**src/rtl/deck_access_ctrl_pkg.sv**
```systemverilog
// Shared constants and types for the deck access controller: deck geometry,
// sentinel codes, FSM state encoding and requester identifiers.
package deck_access_ctrl_pkg;

    localparam int ADDR_W    = 6;
    localparam int CARD_W    = 6;
    localparam int DECK_SIZE = 52;

    localparam logic [ADDR_W-1:0] PARK_ADDR  = 6'h3F;
    localparam logic [CARD_W-1:0] EMPTY_CARD = 6'h3F;

    typedef enum logic [2:0] {
        ST_IDLE,
        ST_FILL,
        ST_READ,
        ST_WAIT,
        ST_DELIVER
    } state_e;

    typedef enum logic {
        REQ_P = 1'b0,
        REQ_D = 1'b1
    } req_id_e;

endpackage

```
**src/rtl/deck_access_ctrl_if.sv**
```systemverilog
// Draw handshake for player/dealer plus the deck RAM port, bundled so the
// controller, the game side and the RAM share one connection.
interface deck_access_ctrl_if;
    import deck_access_ctrl_pkg::*;

    logic              p_req;
    logic              d_req;
    logic              p_valid;
    logic              d_valid;
    logic [CARD_W-1:0] p_card;
    logic [CARD_W-1:0] d_card;
    logic [ADDR_W-1:0] ram_addr;
    logic              ram_wren;
    logic [CARD_W-1:0] ram_wdata;
    logic [CARD_W-1:0] ram_rdata;

    modport master (
        output p_req, d_req, ram_rdata,
        input  p_valid, d_valid, p_card, d_card, ram_addr, ram_wren, ram_wdata
    );

    modport slave (
        input  p_req, d_req, ram_rdata,
        output p_valid, d_valid, p_card, d_card, ram_addr, ram_wren, ram_wdata
    );

endinterface

```
**src/rtl/deck_access_ctrl_rr_arb2.sv**
```systemverilog
// Two-requester round-robin arbiter. On a tie the requester that was not
// granted last wins; the last-grant register updates only when update is high.
module rr_arb2
    import deck_access_ctrl_pkg::*;
(
    input  logic    Clock,
    input  logic    resetn,
    input  logic    req_p,
    input  logic    req_d,
    input  logic    update,
    output logic    gnt_any,
    output req_id_e gnt_id
);

    req_id_e last_q;
    req_id_e last_d;

    // NOTE: every output of a combinational block gets a default first, so no path leaves it unassigned and no latch is inferred.
    always_comb begin
        gnt_any = req_p | req_d;
        gnt_id  = REQ_P;
        last_d  = last_q;
        if (req_p && req_d) begin
            gnt_id = (last_q == REQ_D) ? REQ_P : REQ_D;
        end else if (req_d) begin
            gnt_id = REQ_D;
        end
        if (update && gnt_any) begin
            last_d = gnt_id;
        end
    end

    // NOTE: state registers use non-blocking assignments so all flops sample their inputs from the same clock edge.
    always_ff @(posedge Clock or negedge resetn) begin
        if (!resetn) begin
            last_q <= REQ_D;
        end else begin
            last_q <= last_d;
        end
    end

endmodule

```
**src/rtl/deck_access_ctrl.sv**
```systemverilog
// Sole owner of the deck RAM port: fills the deck on init, serves player and
// dealer draws through a round-robin arbiter, tracks pointer and cards left.
module deck_access_ctrl
    import deck_access_ctrl_pkg::*;
#(
    parameter int RD_LAT = 1
) (
    input  logic                Clock,
    input  logic                resetn,
    input  logic                init_req,
    deck_access_ctrl_if.slave   bus,
    output logic [5:0]          cards_left,
    output logic                deck_empty,
    output logic                busy
);

    state_e            state_q,      state_d;
    logic [ADDR_W-1:0] fill_idx_q,   fill_idx_d;
    logic [ADDR_W-1:0] ptr_q,        ptr_d;
    logic [5:0]        cards_left_q, cards_left_d;
    req_id_e           winner_q,     winner_d;
    logic [1:0]        wait_cnt_q,   wait_cnt_d;
    logic [CARD_W-1:0] p_card_q,     p_card_d;
    logic [CARD_W-1:0] d_card_q,     d_card_d;

    logic    arb_update;
    logic    arb_gnt_any;
    req_id_e arb_gnt_id;

    rr_arb2 u_arb (
        .Clock   (Clock),
        .resetn  (resetn),
        .req_p   (bus.p_req),
        .req_d   (bus.d_req),
        .update  (arb_update),
        .gnt_any (arb_gnt_any),
        .gnt_id  (arb_gnt_id)
    );

    always_comb begin
        state_d       = state_q;
        fill_idx_d    = fill_idx_q;
        ptr_d         = ptr_q;
        cards_left_d  = cards_left_q;
        winner_d      = winner_q;
        wait_cnt_d    = wait_cnt_q;
        p_card_d      = p_card_q;
        d_card_d      = d_card_q;
        arb_update    = 1'b0;
        bus.ram_addr  = PARK_ADDR;
        bus.ram_wren  = 1'b0;
        bus.ram_wdata = '0;
        bus.p_valid   = 1'b0;
        bus.d_valid   = 1'b0;

        unique case (state_q)
            ST_IDLE: begin
                // A fill outranks pending draws; the losers simply stay pending.
                if (init_req) begin
                    fill_idx_d = '0;
                    state_d    = ST_FILL;
                end else if (arb_gnt_any) begin
                    winner_d   = arb_gnt_id;
                    arb_update = 1'b1;
                    state_d    = ST_READ;
                end
            end
            ST_FILL: begin
                bus.ram_addr  = fill_idx_q;
                bus.ram_wdata = fill_idx_q;
                bus.ram_wren  = 1'b1;
                fill_idx_d    = fill_idx_q + 6'd1;
                if (fill_idx_q == 6'(DECK_SIZE - 1)) begin
                    ptr_d        = '0;
                    cards_left_d = 6'(DECK_SIZE);
                    state_d      = ST_IDLE;
                end
            end
            ST_READ: begin
                if (cards_left_q == '0) begin
                    if (winner_q == REQ_P) p_card_d = EMPTY_CARD;
                    else                   d_card_d = EMPTY_CARD;
                    state_d = ST_DELIVER;
                end else begin
                    bus.ram_addr = ptr_q;
                    wait_cnt_d   = '0;
                    state_d      = ST_WAIT;
                end
            end
            ST_WAIT: begin
                bus.ram_addr = ptr_q;
                if (wait_cnt_q == 2'(RD_LAT - 1)) begin
                    if (winner_q == REQ_P) p_card_d = bus.ram_rdata;
                    else                   d_card_d = bus.ram_rdata;
                    state_d = ST_DELIVER;
                end else begin
                    wait_cnt_d = wait_cnt_q + 2'd1;
                end
            end
            ST_DELIVER: begin
                bus.p_valid = (winner_q == REQ_P);
                bus.d_valid = (winner_q == REQ_D);
                // cards_left is unchanged since READ, so zero here means the sentinel was sent.
                if (cards_left_q != '0) begin
                    ptr_d        = ptr_q + 6'd1;
                    cards_left_d = cards_left_q - 6'd1;
                end
                state_d = ST_IDLE;
            end
            default: state_d = ST_IDLE;
        endcase
    end

    always_ff @(posedge Clock or negedge resetn) begin
        if (!resetn) begin
            state_q      <= ST_IDLE;
            fill_idx_q   <= '0;
            ptr_q        <= '0;
            cards_left_q <= '0;
            winner_q     <= REQ_P;
            wait_cnt_q   <= '0;
            p_card_q     <= '0;
            d_card_q     <= '0;
        end else begin
            state_q      <= state_d;
            fill_idx_q   <= fill_idx_d;
            ptr_q        <= ptr_d;
            cards_left_q <= cards_left_d;
            winner_q     <= winner_d;
            wait_cnt_q   <= wait_cnt_d;
            p_card_q     <= p_card_d;
            d_card_q     <= d_card_d;
        end
    end

    assign bus.p_card = p_card_q;
    assign bus.d_card = d_card_q;
    assign cards_left = cards_left_q;
    assign deck_empty = (cards_left_q == '0);
    assign busy       = (state_q != ST_IDLE);

endmodule

```
**src/flat_wrapper.sv**
```systemverilog
// flat-port wrapper written by rule: the top's interface ports become plain ports
module deck_access_ctrl_flat import deck_access_ctrl_pkg::*;
#(
    parameter int RD_LAT = 1
)
  (Clock, resetn, init_req, cards_left, deck_empty, busy, bus_p_req, bus_d_req, bus_ram_rdata, bus_p_valid, bus_d_valid, bus_p_card, bus_d_card, bus_ram_addr, bus_ram_wren, bus_ram_wdata);
  deck_access_ctrl_if bus_i ();
  input  logic Clock;
  input  logic resetn;
  input  logic init_req;
  output logic [5:0] cards_left;
  output logic deck_empty;
  output logic busy;
  input wire logic [$bits(bus_i.p_req)-1:0] bus_p_req;
  input wire logic [$bits(bus_i.d_req)-1:0] bus_d_req;
  input wire logic [$bits(bus_i.ram_rdata)-1:0] bus_ram_rdata;
  output wire logic [$bits(bus_i.p_valid)-1:0] bus_p_valid;
  output wire logic [$bits(bus_i.d_valid)-1:0] bus_d_valid;
  output wire logic [$bits(bus_i.p_card)-1:0] bus_p_card;
  output wire logic [$bits(bus_i.d_card)-1:0] bus_d_card;
  output wire logic [$bits(bus_i.ram_addr)-1:0] bus_ram_addr;
  output wire logic [$bits(bus_i.ram_wren)-1:0] bus_ram_wren;
  output wire logic [$bits(bus_i.ram_wdata)-1:0] bus_ram_wdata;
  assign bus_i.p_req = bus_p_req;
  assign bus_i.d_req = bus_d_req;
  assign bus_i.ram_rdata = bus_ram_rdata;
  assign bus_p_valid = bus_i.p_valid;
  assign bus_d_valid = bus_i.d_valid;
  assign bus_p_card = bus_i.p_card;
  assign bus_d_card = bus_i.d_card;
  assign bus_ram_addr = bus_i.ram_addr;
  assign bus_ram_wren = bus_i.ram_wren;
  assign bus_ram_wdata = bus_i.ram_wdata;
  deck_access_ctrl #(.RD_LAT(RD_LAT)) u_core (.Clock(Clock), .resetn(resetn), .init_req(init_req), .bus(bus_i), .cards_left(cards_left), .deck_empty(deck_empty), .busy(busy));
endmodule
```
**config.mk**
```make
export PLATFORM = sky130hd
export DESIGN_NAME = deck_access_ctrl_flat
export DESIGN_NICKNAME = d
export VERILOG_FILES = /design/src/rtl/deck_access_ctrl_pkg.sv /design/src/rtl/deck_access_ctrl_if.sv /design/src/rtl/deck_access_ctrl_rr_arb2.sv /design/src/rtl/deck_access_ctrl.sv /design/src/flat_wrapper.sv
export SDC_FILE = /design/constraint.sdc
export NUM_CORES = 1
export LEC_CHECK = 0
export ABC_AREA = 1
export BUFFER_PORTS_ARGS = -buffer_cell sky130_fd_sc_hd__buf_2
export CELL_PAD_IN_SITES_DETAIL_PLACEMENT = 0
export CELL_PAD_IN_SITES_GLOBAL_PLACEMENT = 1
export CORE_MARGIN = 2
export CORE_UTILIZATION = 35
export CTS_CLUSTER_DIAMETER = 40
export DETAILED_ROUTE_END_ITERATION = 10
export GPL_TIMING_DRIVEN = 0
export PLACE_DENSITY_LB_ADDON = 0.1
export SYNTH_ARGS = -nofsm -noshare
export SYNTH_HDL_FRONTEND = slang
export SYNTH_SLANG_ARGS = --single-unit
```
**constraint.sdc**
```tcl
create_clock -name Clock -period 1.7 [get_ports Clock]
set_clock_uncertainty 0.2 [all_clocks]
set_input_delay 0.085 -clock Clock [delete_from_list [all_inputs] [get_ports Clock]]
set_output_delay 0.085 -clock Clock [all_outputs]
set_load 0.005 [all_outputs]
```
==> impl_results.md, run 1 <==
- Global-route wire length before repair: 8660 um
- Post-placement cell area: roughly 2400 um^2
- H-tree depth: 2
- Number of routed nets with antenna violations: 0
- Biggest area contributors in the synthesized netlist: sky130_fd_sc_hd__dfrtp_1 (42%), sky130_fd_sc_hd__nand2_1 (19%), sky130_fd_sc_hd__nand3_1 (8.0%)
- Path type of the worst min-delay path: in -> async
- Sequential power share: 26.4%
- FF+latch count, synth: 37
- Data arrival at the endpoint of the critical path: between 1 and 1.5 ns
- Non-Filler Cell Area, Final: just over 3000 um^2
- Post-detailed-placement half-perimeter wirelength: 3770 um
- Post-route worst hold slack: roughly 0.23 ns
- Leak Pwr: between 0.0015 and 0.002 uW
- Insertion delay of the later-clocked pin in the worst-skew pair: 0.29 ns
- Number of DRC violations after detailed-routing iteration 0: 77
- Type of destination of the critical path: output port
- Slew at the pin with the worst max-slew slack: about 0.86 ns
- Clk sinks: 37
- Syn-to-layout area delta: 45.4%
- Peak supply drop: 0.000935 V
- Die outline width: just over 80 um
- TritonCTS clock tree: built
- Final hold viol count: 0
- Standard cell core area: 5890 um^2
- Yosys warning total: 0
- Net total in the final layout: 390
- Setup crit start kind: flop
- Sequential fraction of the synthesis area: 43.6%
- Number of vias after detailed routing: roughly 2,100
- WP data required: 1.41 ns
- GRT Residual Overflow: 0
- Run status: complete, but fails checks
- Most frequent standard cell in the layout excluding fill and tap cells: sky130_fd_sc_hd__nand2_1
- Router iterations before antenna repair: 4
- Area share of the largest cell type after synthesis: 42.4%
- Tmin final: 1.72 ns
- Number of I/O port buffers: 45
- Maximum root-to-sink buffer count: 2
- Antenna violations before repair: 0
- Mean post-synth cell area: between 7 and 8 um^2
- Violated checks: setup timing
- Netlist area before placement: 2130 um^2
- Number of nets produced by synthesis: around 300
- Post-route DRC: 0
- Per-cell via count in the routed design: 4.58
- Cell type with the highest aggregate area in the netlist: sky130_fd_sc_hd__dfrtp_1
- Die outline area: between 6000 and 7000 um^2
- Wire length per cell after detailed routing: about 12 um
- Number of global-route vias before repair: ~1,800
- Number of top-level design ports: 46
- Share of power burned in combinational logic: between 50 and 60%
- Pin count of the biggest net entering global routing: 38
- Category of the critical setup timing path: reg -> out
- Most used cells in the layout excluding fill and tap cells: sky130_fd_sc_hd__nand2_1 (98), sky130_fd_sc_hd__buf_2 (45), sky130_fd_sc_hd__dfrtp_1 (32), sky130_fd_sc_hd__nand3_1 (30), sky130_fd_sc_hd__inv_1 (28)
- Number of buffers created by CTS: 5
- Max Freq: 583 MHz
- Share of post-route cells with drive strength above 1: a little over a third
- Clock transition at the registers of the reported paths: 0.08 ns
- Global-route total usage across every layer: 16.9%
- Synth Instances: 287
- Number of violations of the max-capacitance limit: 0
- Max Transition Viols Final: 0
- Unrepaired setup endpoints after global routing: yes
- Power per unit of standard cell area: 1880 nW/um^2
- Site row count: 28
- Sw Ratio: a little over two fifths
- Routed wire length: approximately 5400 um
- Die extent in y: approximately 80 um
- Int Pwr: around 3400 uW
- Total Neg Setup Slack: -0.0686 ns
- Worst slew margin relative to its limit: between 40% and 50%
- Least setup slack across all paths after layout: -0.0157 ns
- Starting density of the core: ~36%
- Net Switching: ~2400 uW
- Portion of total power attributed to the clock network: 13.6%
- Antenna cells: 0
- Portion of the clock cycle consumed by the worst path in the final layout: 101%
- Gp weighted congestion: 0.809
- Buffer cell driving the clock tree root: sky130_fd_sc_hd__clkbuf_8
- Final setup violation count: 5
- Largest driver fanout on the critical path: 7
- Post-synthesis cell type count: 26
layout make-up:
cell class	count	area, um^2
inverter	39	154
fill	585	2790
tap	75	93.8
sequential	37	932
multi-input combinational	207	1190
buffer	4	51.3
clock buffer	7	86.3
timing repair buffer	81	551
clock inverter	1	30.0
kinds of logic (layout without fill, tap and decap cells):
family	Yosys count	in the layout	share of synthesized area, %
buffers and inverters	43	132	8.77
AOI/OAI and AO/OA	18	18	4.94
xor gates and xnor gates	2	2	0.824
DFF	37	37	43.6
adders and majority gates	4	4	2.35
and+or+nand+nor	183	183	39.5
sequential cells by signal, indices dropped and copies added, names as in the netlist:
register / flops
u_core.state_q: 3
u_core.wait_cnt_q: 2
u_core.u_arb.last_q: 1
u_core.winner_q: 1
u_core.bus.d_card: 6
u_core.cards_left: 6
u_core.fill_idx_q: 6
u_core.bus.p_card: 6
u_core.ptr_q: 6
power by group through the flow:
stage	Combinational (uW)	Sequential (uW)	Clock, uW
2_1_floorplan	1580	1500	0
5_1_grt	3890	1580	858
3_3_place_gp	2390	1530	0
3_5_place_dp	2400	1530	0
6_report	3490	1540	793
4_1_cts	3040	1530	821
per-stage QoR:
stage	util (%)	instances	total power [uW]	setup slack, ns
3_3_place_gp	41.5	407	3920	-0.236
4_1_cts	49.2	441	5380	-0.0287
6_report	52.5	451	5820	-0.0157
3_5_place_dp	41.5	407	3930	-0.199
2_1_floorplan	-	287	3080	0.0711
5_1_grt	52.5	451	6340	-0.105
synthesized netlist by cell type, drive strengths merged:
library cell    n
buf             4
nand3          35
nand2         115
ha              4
nand3b          2
or2             1
inv            39
dfrtp          36
o2111ai         4
a21oi           3
nor2           23
xnor2           1
dfstp           1
nand4           6
o21ai          11
xor2            1
nor3            1
worst max-delay path: stages, from the launching register on:
cell	delay, ns
sky130_fd_sc_hd__dfrtp_1	0.40
sky130_fd_sc_hd__inv_2	0.08
sky130_fd_sc_hd__ha_4	0.15
sky130_fd_sc_hd__nand2_4	0.05
sky130_fd_sc_hd__nor2_4	0.13
sky130_fd_sc_hd__nand2_4	0.11
sky130_fd_sc_hd__o2111ai_2	0.07
sky130_fd_sc_hd__buf_2	0.14
worst paths after layout:
kind / startpoint / to / slack, ns / cells past startpoint
worst min-delay path: resetn / u_core.ptr_q[1]$_DFFE_PN0P_ / 0.23 / 2
worst min register to register: u_core.bus.d_card[1]$_DFFE_PN0P_ / u_core.bus.d_card[1]$_DFFE_PN0P_ / 0.27 / 2
max in group asynchronous: resetn / u_core.cards_left[2]$_DFFE_PN0P_ / 0.45 / 2
worst max register to register: u_core.cards_left[1]$_DFFE_PN0P_ / u_core.bus.p_card[4]$_DFFE_PN0P_ / 0 / 10
min in group Clock: u_core.bus.d_card[1]$_DFFE_PN0P_ / u_core.bus.d_card[1]$_DFFE_PN0P_ / 0.27 / 2
worst max-delay path: u_core.cards_left[1]$_DFFE_PN0P_ / bus_ram_addr[4] / -0.02 / 7
metal layers:
| metal | wire (um) | vias to the layer above | track usage (%) |
|---|---|---|---|
| met1 | 2720 | 946 | 24.6 |
| met3 | 180 | 3 | 3.85 |
| met2 | 2500 | 27 | 25.5 |
| li1 | - | 1090 | - |
| met5 | 0 | - | 0 |
| met4 | 27 | 0 | 3.50 |
repair_timing:
item | 4_1_cts | 5_1_grt
hold endpoints to repair | 51 | 0
resized for setup | 29 | 33
pin swaps | 5 | 12
endpoints found under the setup margin | 43 | 41
hold buffers | 10 | 0
setup buffers | 16 | 9
cloned | 0 | 1
(Power assumes the default switching activity.)
==> run 2, diff against run 1 <==
- CORE_UTILIZATION: 35 -> 39
- clock period: 1.7 -> 1.62 ns (I/O delays scaled with it)
==> run 2 against run 1 <==
  * The flow still finishes with violations (setup timing)
  * Clock power up 5.3%
  * Count of clock-buffer cells in the layout unchanged
  * Critical endpoint is now u_core.bus.p_card[3]$_DFFE_PN0P_
  * Total power rose by 16%
  * Critical path depth increased by 2
  * Final cell count is 1.6% higher
  * Combinational power is 22% higher
==> impl_results.md, run 2 (synthesized netlist as in run 1, its figures left out) <==
- Run status: complete, but fails checks
- Violated checks: setup timing
- Global-route total usage across every layer: 20.3% (+3.4 points)
- Die extent in y: 77.8 um (-5.0%)
- GRT Residual Overflow: 0 (unchanged)
- Standard cell core area: 5170 um^2 (-12%)
- Worst slew margin relative to its limit: 43.3% (+0.68 points)
- Wire length per cell after detailed routing: 12.6 um (+5.1%)
- Most frequent standard cell in the layout excluding fill and tap cells: sky130_fd_sc_hd__nand2_1
- Number of violations of the max-capacitance limit: 0 (unchanged)
- Per-cell via count in the routed design: 4.77 (+4.1%)
- Total power consumption of the routed design: 6730 uW (+16%)
- WP data required: 1.65 ns (+0.24 ns)
- Data arrival at the endpoint of the critical path: 1.79 ns (+0.36 ns)
- Critical path's largest stage delay: 0.48 ns (+0.08 ns)
- Share of post-route cells with drive strength above 1: 43.8% (+7.4 points)
- Portion of the clock cycle consumed by the worst path in the final layout: 109%
- Clk sinks: 37 (unchanged)
- Cells along the critical path: nor2_4 -> nand2_4 -> nor2_4 -> nand2_4 -> buf_12 -> nand2_8 -> clkbuf_16 -> nand3_1 -> nand2_1
- Path type of the worst min-delay path: in -> async
- Number of buffers created by CTS: 5 (unchanged)
- Buffer and inverter count on the worst path: 2 (unchanged)
- Final setup violation count: 40 (+35)
- Number of routed nets with antenna violations: 0 (unchanged)
- Antenna violations before repair: 0 (unchanged)
- Number of DRC violations after detailed-routing iteration 0: 75 (-2.6%)
- Most used cells in the layout excluding fill and tap cells: sky130_fd_sc_hd__nand2_1 (89), sky130_fd_sc_hd__buf_2 (39), sky130_fd_sc_hd__dfrtp_1 (32), sky130_fd_sc_hd__buf_4 (30), sky130_fd_sc_hd__nand3_1 (28)
- Largest driver fanout on the critical path: 7 (unchanged)
- Number of I/O port buffers: 45 (unchanged)
- Die outline area: 6060 um^2 (-9.8%)
- Least setup slack across all paths after layout: -0.144 ns (-0.128 ns)
- Worst slack after detailed placement: -0.204 ns (-0.00472 ns)
- Category of the critical setup timing path: reg -> reg
- Buffer cell driving the clock tree root: sky130_fd_sc_hd__clkbuf_8
- Max Transition Viols Final: 0 (unchanged)
- Worst Reg2Reg Path Length in Cells: 9 (-1)
- Post-route worst hold slack: 0.229 ns (-0.000295 ns)
- Peak supply drop: 0.00130 V (+40%)
- Antenna cells: 0 (unchanged)
- Global-route wire length before repair: 9760 um (+13%)
- Reg-to-reg setup timing slack: -0.14 ns (-0.14 ns)
- Number of top-level design ports: 46 (unchanged)
- Tmin final: 1.76 ns
- Clock transition at the registers of the reported paths: 0.07 ns (about the same)
- H-tree depth: 2 (unchanged)
- Maximum root-to-sink buffer count: 2 (unchanged)
- Post-route DRC: 0 (unchanged)
- Site row count: 26 (-7.1%)
- Setup crit start kind: flop
- Cell family contributing the most delay on the critical path: simple AND/OR/NAND/NOR gates
- Start point of the critical path: u_core.cards_left[2]$_DFFE_PN0P_
- Worst reg2reg endpoint: u_core.bus.p_card[3]$_DFFE_PN0P_
- Critical Path Slowest Stage Cell: sky130_fd_sc_hd__dfrtp_2
- Origin of the critical flop-to-flop path: u_core.cards_left[2]$_DFFE_PN0P_
- Max Freq: between 500 and 600 MHz
- Unrepaired setup endpoints after global routing: yes
- Slew at the pin with the worst max-slew slack: 0.850 ns (-0.0102 ns)
- Final hold viol count: 0 (unchanged)
- Die outline width: 77.8 um (-5.0%)
- Starting density of the core: 41.1% (+5.0 points)
- Power per unit of standard cell area: 2000 nW/um^2 (+6.3%)
- Routed wire length: 5790 um (+6.7%)
- TritonCTS clock tree: built
- Syn-to-layout area delta: 58.3%
- Type of destination of the critical path: flop
- Post-detailed-placement half-perimeter wirelength: 3720 um (-1.3%)
- Pin count of the biggest net entering global routing: 38 (unchanged)
- Router iterations before antenna repair: 5 (+1)
- Number of global-route vias before repair: 2,063 (+15%)
- Insertion delay of the later-clocked pin in the worst-skew pair: 0.29 ns (about the same)
- Number of vias after detailed routing: 2,184 (+5.7%)
- Gp weighted congestion: 0.775 (-4.2%)
- Net total in the final layout: 402 (+3.1%)
- Leak Pwr: 0.00173 uW (+5.6%)
## run 2: cell count changes in the layout (fill, tap and decap cells not counted), sizes merged
cell,delta
clkbuf,+2
buf,+10
## run 2: how the worst max path moves through the flow
stage	end	slack, ns	cells after the start
final	u_core.bus.p_card[3]$_DFFE_PN0P_	-0.14	9
after global routing	u_core.bus.p_card[0]$_DFFE_PN0P_	-0.20	9
after CTS	bus_ram_addr[4]	-0.13	7
after detailed placement	u_core.bus.p_card[0]$_DFFE_PN0P_	-0.20	9
after global placement	u_core.bus.d_card[4]$_DFFE_PN0P_	-0.22	9
after floorplan	u_core.bus.p_card[0]$_DFFE_PN0P_	0.003	9
## run 2: what timing repair did
| item | CTS | global route |
|---|---|---|
| gates cloned | 1 | 1 |
| gates resized for setup | 44 | 63 |
| hold buffers | 10 | 0 |
| pin swaps | 9 | 19 |
| buffers inserted | 21 | 17 |
| hold endpoints to repair | 51 | 0 |
| endpoints found under the setup margin | 47 | 47 |
## run 2: area by class of cell
cell class	count	area (um^2)
fillers	457	1810
multi-input cells	207	1320
flip-flops and latches	37	932
repair buffers	93	701
inverters	39	154
well taps	70	87.6
clock buffers	7	86.3
plain buffers	4	53.8
clock inverters	1	30.0
## run 2: metal layers
layer	global-route usage, %	share of wire, %
met5	0	0
met2	32.5	48
met1	28.3	47
met4	4.82	0.86
met3	3.84	3.7
## run 2: power breakdown
group          internal [uW]  switching (uW)  total (uW)
clock network            502             333         835
logic                   2070            2190        4260
registers               1290             341        1630
## run 2: metrics by stage
| step | instance area, um^2 | TNS (ns) | utilization [%] | std cells |
|---|---|---|---|---|
| floorplan | 2130 | 0 | - | 287 |
| global placement | 2440 | -5.22 | 47.2 | 402 |
| detailed placement | 2440 | -4.75 | 47.2 | 402 |
| CTS | 2990 | -1.88 | 57.8 | 442 |
| global route | 3370 | -5.70 | 65.1 | 458 |
| finish | 3370 | -2.96 | 65.1 | 458 |
==> run 3, diff against run 2 <==
- CORE_UTILIZATION: 39 -> 42
- clock period: 1.62 -> 2.2 ns (I/O delays scaled with it)
==> run 3 against run 2 <==
  * The flow now finishes without violations
  * Setup slack gained 0.30 ns
  * Critical path depth down 2
  * Total power down 46%
  * Highest routed layer unchanged
  * Die area is 6.8% lower
  * Design area decreased by 21%
  * Sequential power down 28%
  * Global-route usage shrank 0.90 points
  * Hold slack worse by 0.22 ns
  * Largest cell class unchanged
==> impl_results.md, run 3 (synthesized netlist as in run 1, its figures left out) <==
- Start point of the critical path: u_core.state_q[1]$_DFFE_PN0P_
- Standard cell core area: 4820 um^2 (-6.9%)
- Peak supply drop: 0.000552 V (-58%)
- Unrepaired setup endpoints after global routing: no
- Net Switching: 1580 uW (-45%)
- Share of power burned in combinational logic: 50.9% (-13 points)
- Net total in the final layout: 365 (-9.2%)
- Path type of the worst min-delay path: in -> reg
- Category of the critical setup timing path: reg -> reg
- Number of routed nets with antenna violations: 0 (unchanged)
- Share of post-route cells with drive strength above 1: 21.9% (-22 points)
- TritonCTS clock tree: built
- Syn-to-layout area delta: 25.4%
- Die extent in y: 75.1 um (-3.4%)
- Number of vias after detailed routing: 1,985 (-9.1%)
- Worst slew margin relative to its limit: 45.1% (+1.8 points)
- Slew at the pin with the worst max-slew slack: 0.824 ns (-0.0263 ns)
- Total Neg Setup Slack: 0 ns (+2.96 ns)
- Antenna violations before repair: 0 (unchanged)
- Setup crit start kind: flop
- Tmin final: 2.05 ns (+0.284 ns)
- Global-route total usage across every layer: 19.4% (-0.90 points)
- Routed wire length: 4930 um (-15%)
- Leak Pwr: 0.00145 uW (-16%)
- Int Pwr: 2070 uW (-47%)
- Type of destination of the critical path: flop
- Met1 wire length: 2490 um (-8.8%)
- Most used cells in the layout excluding fill and tap cells: sky130_fd_sc_hd__nand2_1 (107), sky130_fd_sc_hd__buf_2 (46), sky130_fd_sc_hd__dfrtp_1 (36), sky130_fd_sc_hd__inv_1 (34), sky130_fd_sc_hd__nand3_1 (34)
- Pin count of the biggest net entering global routing: 38 (unchanged)
- Number of top-level design ports: 46 (unchanged)
- H-tree depth: 2 (unchanged)
- Sequential power share: 32.3% (+8.1 points)
- Most frequent standard cell in the layout excluding fill and tap cells: sky130_fd_sc_hd__nand2_1
- Maximum root-to-sink buffer count: 2 (unchanged)
- GRT Residual Overflow: 0 (unchanged)
- Portion of total power attributed to the clock network: 16.8% (+4.4 points)
- Max Transition Viols Final: 0 (unchanged)
- Non-Filler Cell Area, Final: 2670 um^2 (-21%)
- Router iterations before antenna repair: 4 (-1)
- Number of buffers created by CTS: 5 (unchanged)
- Final setup violation count: 0 (-100%)
- Post-route DRC: 0 (unchanged)
- Per-cell via count in the routed design: 4.75 (-0.41%)
- Global-route wire length before repair: 8360 um (-14%)
- Portion of the clock cycle consumed by the worst path in the final layout: 93.1% (-16 points)
- Starting density of the core: 44.1% (+3.0 points)
- Sw Ratio: 43.3% (+0.76 points)
- Clock transition at the registers of the reported paths: 0.08 ns (about the same)
- Power per unit of standard cell area: 1370 nW/um^2 (-32%)
- Data arrival at the endpoint of the critical path: 2.03 ns (+0.24 ns)
- Max Freq: 488 MHz (-14%)
- Reg-to-reg setup timing slack: 0.15 ns (+0.30 ns)
- Detail Route met3 WL: 178 um (-17%)
- Post-placement cell area: 2430 um^2 (-0.31%)
- Origin of the critical flop-to-flop path: u_core.state_q[1]$_DFFE_PN0P_
- WP data required: 2.18 ns (+0.53 ns)
- Number of global-route vias before repair: 1,805 (-13%)
- Hold Startpoint: init_req
- Die outline area: 5650 um^2 (-6.8%)
- Site row count: 25 (-3.8%)
- Final hold viol count: 0 (unchanged)
- Buffer cell driving the clock tree root: sky130_fd_sc_hd__clkbuf_8
- Antenna cells: 0 (unchanged)
- Routed length on met2: 2240 um (-20%)
- Wire length per cell after detailed routing: 11.8 um (-6.7%)
- Run status: finished clean
- Gp weighted congestion: 0.822 (+6.1%)
- Clk sinks: 37 (unchanged)
- Number of violations of the max-capacitance limit: 0 (unchanged)
- Number of DRC violations after detailed-routing iteration 0: 64 (-15%)
- Max layer used: met4
- Post-detailed-placement half-perimeter wirelength: 3650 um (-1.9%)
- Number of I/O port buffers: 45 (unchanged)
- Largest driver fanout on the critical path: 5 (-2)
- Insertion delay of the later-clocked pin in the worst-skew pair: 0.29 ns (about the same)
- Die outline width: 75.1 um (-3.4%)
run 3: cell count changes in the layout (fill, tap and decap cells not counted), sizes merged:
cell	before	now
dlygate4sd3	10	11
clkbuf	9	7
buf	85	49
run 3: path summary, 6_finish.rpt:
path	endpoint	depth (start not counted)
max	u_core.winner_q$_DFFE_PN0P_	7
min	u_core.u_arb.last_q$_DFFE_PN1P_	5
max reg2reg	u_core.winner_q$_DFFE_PN0P_	7
min reg2reg	u_core.bus.d_card[5]$_DFFE_PN0P_	2
max in group asynchronous	u_core.fill_idx_q[3]$_DFFE_PN0P_	2
min in group asynchronous	u_core.ptr_q[1]$_DFFE_PN0P_	2
run 3: final cells by class:
class | count | area, um^2
multi-input combinational | 207 | 1020
inverter | 39 | 146
buffer | 4 | 40.0
clock inverter | 1 | 30.0
clock buffer | 7 | 86.3
tap | 67 | 83.8
fill | 500 | 2150
sequential | 37 | 927
timing repair buffer | 56 | 335
run 3: worst max-delay path, cell delays in order (launching register included):
cell and delay, ns:
sky130_fd_sc_hd__dfrtp_1 0.49, sky130_fd_sc_hd__nor2_4 0.21, sky130_fd_sc_hd__nand2_1 0.08, sky130_fd_sc_hd__nor2_1 0.16
sky130_fd_sc_hd__inv_1 0.09, sky130_fd_sc_hd__o21ai_0 0.13, sky130_fd_sc_hd__dlygate4sd3_1 0.56, sky130_fd_sc_hd__nand2_1 0.05
run 3: stage by stage:
| stage | total power [uW] | instances | utilization (%) | setup WS (ns) | hold WS (ns) |
|---|---|---|---|---|---|
| after floorplan | 2380 | 287 | - | 0.571 | -0.386 |
| after global placement | 3000 | 399 | 50.5 | 0.325 | 0.0715 |
| after detailed placement | 3020 | 399 | 50.5 | 0.332 | 0.0638 |
| after CTS | 3680 | 418 | 55.2 | 0.121 | 0.00287 |
| after global routing | 4010 | 418 | 55.4 | 0.0119 | 0.0363 |
| final | 3650 | 418 | 55.4 | 0.152 | 0.00651 |
run 3: timing repair:
item	4_1_cts	5_1_grt
buffers inserted	0	0
endpoints found under the setup margin	0	1
gates resized for setup	0	1
hold endpoints to repair	49	0
hold buffers	11	0
run 3: metal layers:
| metal | up-vias | global-route usage [%] |
|---|---|---|
| li1 | 1035 | - |
| met4 | 0 | 4.68 |
| met2 | 35 | 30.4 |
| met3 | 2 | 4.02 |
| met5 | - | 0 |
| met1 | 913 | 27.7 |
run 3: power by group through the flow:
| stage | clock network (uW) | registers, uW | logic [uW] |
|---|---|---|---|
| 2_1_floorplan | 0 | 1160 | 1220 |
| 3_3_place_gp | 0 | 1180 | 1830 |
| 3_5_place_dp | 0 | 1180 | 1840 |
| 4_1_cts | 623 | 1170 | 1890 |
| 5_1_grt | 657 | 1220 | 2140 |
| 6_report | 611 | 1180 | 1860 |
